[src/rtl/spi_rx_deserializer.sv]
// spi_rx_deserializer: SPI slave MOSI shift stage with valid/ready holding register.
// Optional parity frame bit enabled by defining SPI_RX_PARITY_CHECK_EN.
module spi_rx_deserializer #(
  parameter int DATA_W     = 10,
  parameter bit PARITY_ODD = 1'b0
) (
  input  logic              clk,
  input  logic              rst_n,
  input  logic              ss_n,
  input  logic              mosi,
  output logic [DATA_W-1:0] rx_data,
  output logic              rx_valid,
  input  logic              rx_ready,
  output logic              busy,
  output logic              frame_err,
  output logic              overrun,
  output logic              parity_err
);
  localparam int CW = $clog2(DATA_W + 1);
  localparam logic [CW-1:0] LAST = CW'(DATA_W - 1);
`ifdef SPI_RX_PARITY_CHECK_EN
  typedef enum logic [1:0] {IDLE, SHIFT, PAR} state_t;
`else
  typedef enum logic {IDLE, SHIFT} state_t;
  localparam bit unused_parity_odd = PARITY_ODD;
`endif
  state_t state, state_nx;
  logic [CW-1:0] bit_cnt, cnt_nx;
  logic [DATA_W-1:0] shreg, shreg_nx, word;
  logic done, ferr, perr, load;
  always_comb begin
    state_nx = state;
    cnt_nx   = bit_cnt;
    shreg_nx = shreg;
    word     = {shreg[DATA_W-2:0], mosi};
    done     = 1'b0;
    ferr     = 1'b0;
    perr     = 1'b0;
    if (state == IDLE) begin
      if (!ss_n) begin
        state_nx = SHIFT;
        cnt_nx   = CW'(1);
        shreg_nx = word;
      end
    end else if (ss_n) begin
      // Deselect on a word boundary is a clean end of transfer; anywhere else aborts.
      state_nx = IDLE;
      cnt_nx   = '0;
      ferr     = (state != SHIFT) || (bit_cnt != '0);
    end
`ifdef SPI_RX_PARITY_CHECK_EN
    else if (state == PAR) begin
      word     = shreg;
      done     = 1'b1;
      perr     = ((^shreg) ^ mosi) != PARITY_ODD;
      state_nx = SHIFT;
    end else begin
      shreg_nx = word;
      cnt_nx   = (bit_cnt == LAST) ? '0 : bit_cnt + 1'b1;
      state_nx = (bit_cnt == LAST) ? PAR : SHIFT;
    end
`else
    else begin
      shreg_nx = word;
      cnt_nx   = (bit_cnt == LAST) ? '0 : bit_cnt + 1'b1;
      done     = (bit_cnt == LAST);
    end
`endif
  end
  assign load = done && (!rx_valid || rx_ready);
  assign busy = (state != IDLE);
  always_ff @(posedge clk) begin
    if (!rst_n) begin
      state   <= IDLE;
      bit_cnt <= '0;
      shreg   <= '0;
    end else begin
      state   <= state_nx;
      bit_cnt <= cnt_nx;
      shreg   <= shreg_nx;
    end
  end
  always_ff @(posedge clk) begin
    if (!rst_n) begin
      rx_data    <= '0;
      rx_valid   <= 1'b0;
      frame_err  <= 1'b0;
      overrun    <= 1'b0;
      parity_err <= 1'b0;
    end else begin
      rx_data    <= load ? word : rx_data;
      rx_valid   <= load || (rx_valid && !rx_ready);
      frame_err  <= ferr;
      overrun    <= done && !load;
      parity_err <= perr;
    end
  end
endmodule
[config.mk]
export PLATFORM = sky130hd
export DESIGN_NAME = spi_rx_deserializer
export DESIGN_NICKNAME = d
export VERILOG_FILES = /design/src/rtl/spi_rx_deserializer.sv
export SDC_FILE = /design/constraint.sdc
export NUM_CORES = 1
export LEC_CHECK = 0
export CAP_MARGIN = 20
export CORE_MARGIN = 10
export CORE_UTILIZATION = 45
export CTS_CLUSTER_SIZE = 14
export DETAILED_ROUTE_END_ITERATION = 8
export GPL_TIMING_DRIVEN = 0
export PLACE_DENSITY = 0.7
export SKIP_LAST_GASP = 1
export SYNTH_ARGS = -nofsm -noshare
export SYNTH_HDL_FRONTEND = slang
export SYNTH_SLANG_ARGS = --single-unit
[constraint.sdc]
create_clock -name clk -period 1.72 [get_ports clk]
set_input_delay 0.43 -clock clk [delete_from_list [all_inputs] [get_ports clk]]
set_output_delay 0.43 -clock clk [all_outputs]
set_load 0.005 [all_outputs]
==> out/metrics.cfg <==
[outcome]
status = complete, no violations

[pwr]
ir_drop_mv = 0.531
seqPwrFrac = 0.654
switchingPower_mw = 0.224
swShare = 0.230
combPwrFrac = 0.075
leakagePower_nw = 0.552
pwr-share-clk = 0.271
power.density_nw_per_um2 = 703
cellInternalPower_mw = 0.750

[grt]
grt_pass1_vias = 889
grt_pass1_wl_um = 4030
grt.overflow.total = 0
grt_max_degree = 16
gr-usage-all-layers = 0.0950
grt_antenna_before_repair = 0

[critical_path]
worstRegToRegCells = 6
critPathLaunch = busy
max_stage_delay_ps = 490
startpoint_type = flip-flop
cp-end-kind = output pin
worstReg2RegStart = bit_cnt[1]
endpoint = busy
path_delay_family = buffers and inverters
regToRegSetupSlack_ps = 280
critPathBufInv = 1
path_cells = clkdlybuf4s50_1
crit_type = reg -> out
r2r_end = rx_data[3]
cp_max_fo = 3
arrival_ps = 1190
crit_required_ps = 1290
critPathSlowestCell = clkdlybuf4s50_1
crit_cells = 1

[clock_tree]
clockRootBuffer = clkbuf_4
clk_pin_slew_ps = 140
clock_path_buffers = 2
clk_latency_ps = 310
cts_tree = done
clock_sinks = 27
cts_buffers = 3
cts_max_level = 1

[synthesis]
syn_area_per_cell_um2 = 9.73
netlist_instances = 118
syn_nets = 126
yosys.area.top_type = dfxtp_1
synthTopCellsByArea = dfxtp_1 47%, mux2i_1 17%, nand2_1 8.2%
netlist.area_leader.share = 0.471
yosysWarningCount = 0
ys_seq_area_frac = 0.471
ys_ff_latch = 27
synth.distinct_cells = 26
synth_area_um2 = 1150

[floorplanning]
die_width_um = 70.5
core_region_area_um2 = 2450
io_pins = 20
dieArea_um2 = 4970
rows = 18
initial_utilization = 0.468
chipHeight_um = 70.5

[routing]
drt_iter0_markers = 43
drt-total-wl_um = 2240
drc = 0
num_vias = 836
avgViaCountPerCell = 4.95
ant_nets = 0
wire_per_inst_um = 13.3
drt_first_pass_iters = 4

[timing]
tns_ps = 0
max_freq_mhz = 618
drv_slew = 0
fin_worst_skew_ps = 1.72
rsz0062_at_grt = false
period_needed_ps = 1620
max_slew_margin = 0.650
tightest_slew_ps = 524
finalSetupViolCount = 0
hold_viol = 0
period_share = 0.941

[run]
cap_viol_max_count = 0

[finish]
syn_to_final_growth_pct = 20.6
drive_gt1_frac = 0.108
fin_nets = 148
antennaDiodeCount = 0
final_util = 0.564

[placement]
place_congestion = 0.855
io_buffers = 16
dp_hpwl_um = 1680

[worst_hold_path]
hp-class = in -> reg
holdPathStages = 2

[layer usage]
metal	global-route usage	routed length (um)	vias up
li1	-	-	430
met1	0.107	934	389
met2	0.164	1150	15
met3	0.0339	144	2
met4	0.0263	13	0
met5	0	0	-
[state kept, by name (all words and copies together) (netlist names)]
register	flops
frame_err	1
busy	1
shreg	9
overrun	1
rx_valid	1
bit_cnt	4
rx_data	10
[power groups by stage]
stage,Combinational (mW),Sequential (mW),Clock (mW)
5_1_grt,0.0822,0.639,0.303
6_report,0.0727,0.637,0.264
4_1_cts,0.0701,0.639,0.274
2_1_floorplan,0.0492,0.652,0
3_5_place_dp,0.0695,0.654,0
3_3_place_gp,0.0681,0.653,0
[synth_stat cells]
library cell,instances
o21a_1,2
nand2b_4,1
inv_1,4
buf_2,3
nor4b_1,1
nand2b_1,1
a21oi_1,1
nand3b_4,1
nor3_4,1
a221oi_1,1
nor2_1,11
o32ai_1,2
nor2b_1,3
nor4bb_1,1
buf_6,1
ha_1,3
xor2_1,1
conb_1,1
nand3_1,3
buf_8,1
clkbuf_1,2
nand2_1,25
mux2i_1,19
o22ai_1,1
buf_4,1
dfxtp_1,27
[cell usage in the layout (no fill, tap or decap), drive strengths merged]
cell type,count
a21oi,1
a221oi,1
buf,7
clkbuf,5
clkdlybuf4s50,16
clkinv,1
conb,1
dfxtp,27
ha,3
inv,4
mux2i,19
nand2,25
nand2b,2
nand3,3
nand3b,1
nor2,11
nor2b,3
nor3,1
nor4b,1
nor4bb,1
o21a,2
o22ai,1
o32ai,2
xor2,1
[stage by stage]
stage          cell area, um2  worst slack [ps]  power (mW)  instances  hold WS [ps]
6_report                 1390               102       0.974        169           301
4_1_cts                  1380              19.6       0.984        168           294
5_1_grt                  1390              15.6        1.02        169           284
2_1_floorplan            1150               431       0.701        118           438
3_3_place_gp             1350               176       0.721        164           442
3_5_place_dp             1350               153       0.723        164           450
[timing repair]
item	in CTS	in global routing
pin swaps	0	0
hold buffers	0	0
setup endpoints to repair	1	1
gates resized for setup	2	0
buffers inserted	0	1
[kinds of logic (layout without fill, tap and decap cells)]
| kind of cell | count (synthesis) | count (layout) | synth area share |
|---|---|---|---|
| multiplexers | 19 | 19 | 0.166 |
| other | 1 | 1 | 0.00326 |
| AND/OR/NAND/NOR | 48 | 48 | 0.212 |
| buffers and inverters | 12 | 33 | 0.0621 |
| adder cells (fa/ha/maj) | 3 | 3 | 0.0327 |
| flip-flops | 27 | 27 | 0.471 |
| AO/OA/AOI/OAI | 7 | 7 | 0.0458 |
| XOR/XNOR | 1 | 1 | 0.00763 |
[how the worst min path moves through the flow]
stage	startpoint	endpoint	slack [ps]
2_1_floorplan	shreg[8]	rx_data[9]	440
3_3_place_gp	rx_data[7]	rx_data[7]	440
3_5_place_dp	rx_data[2]	rx_data[2]	450
4_1_cts	ss_n	busy	290
5_1_grt	ss_n	busy	280
6_report	ss_n	busy	300
[final cells by class]
class                   instances  area, um2
fillers                       229       1070
flip-flops and latches         27        544
multi-input cells              79        537
repair buffers                 17        168
plain buffers                   8       56.3
well taps                      30       37.5
clock buffers                   3       22.5
inverters                       4       15.0
clock inverters                 1       5.00
(Power assumes the default switching activity.)
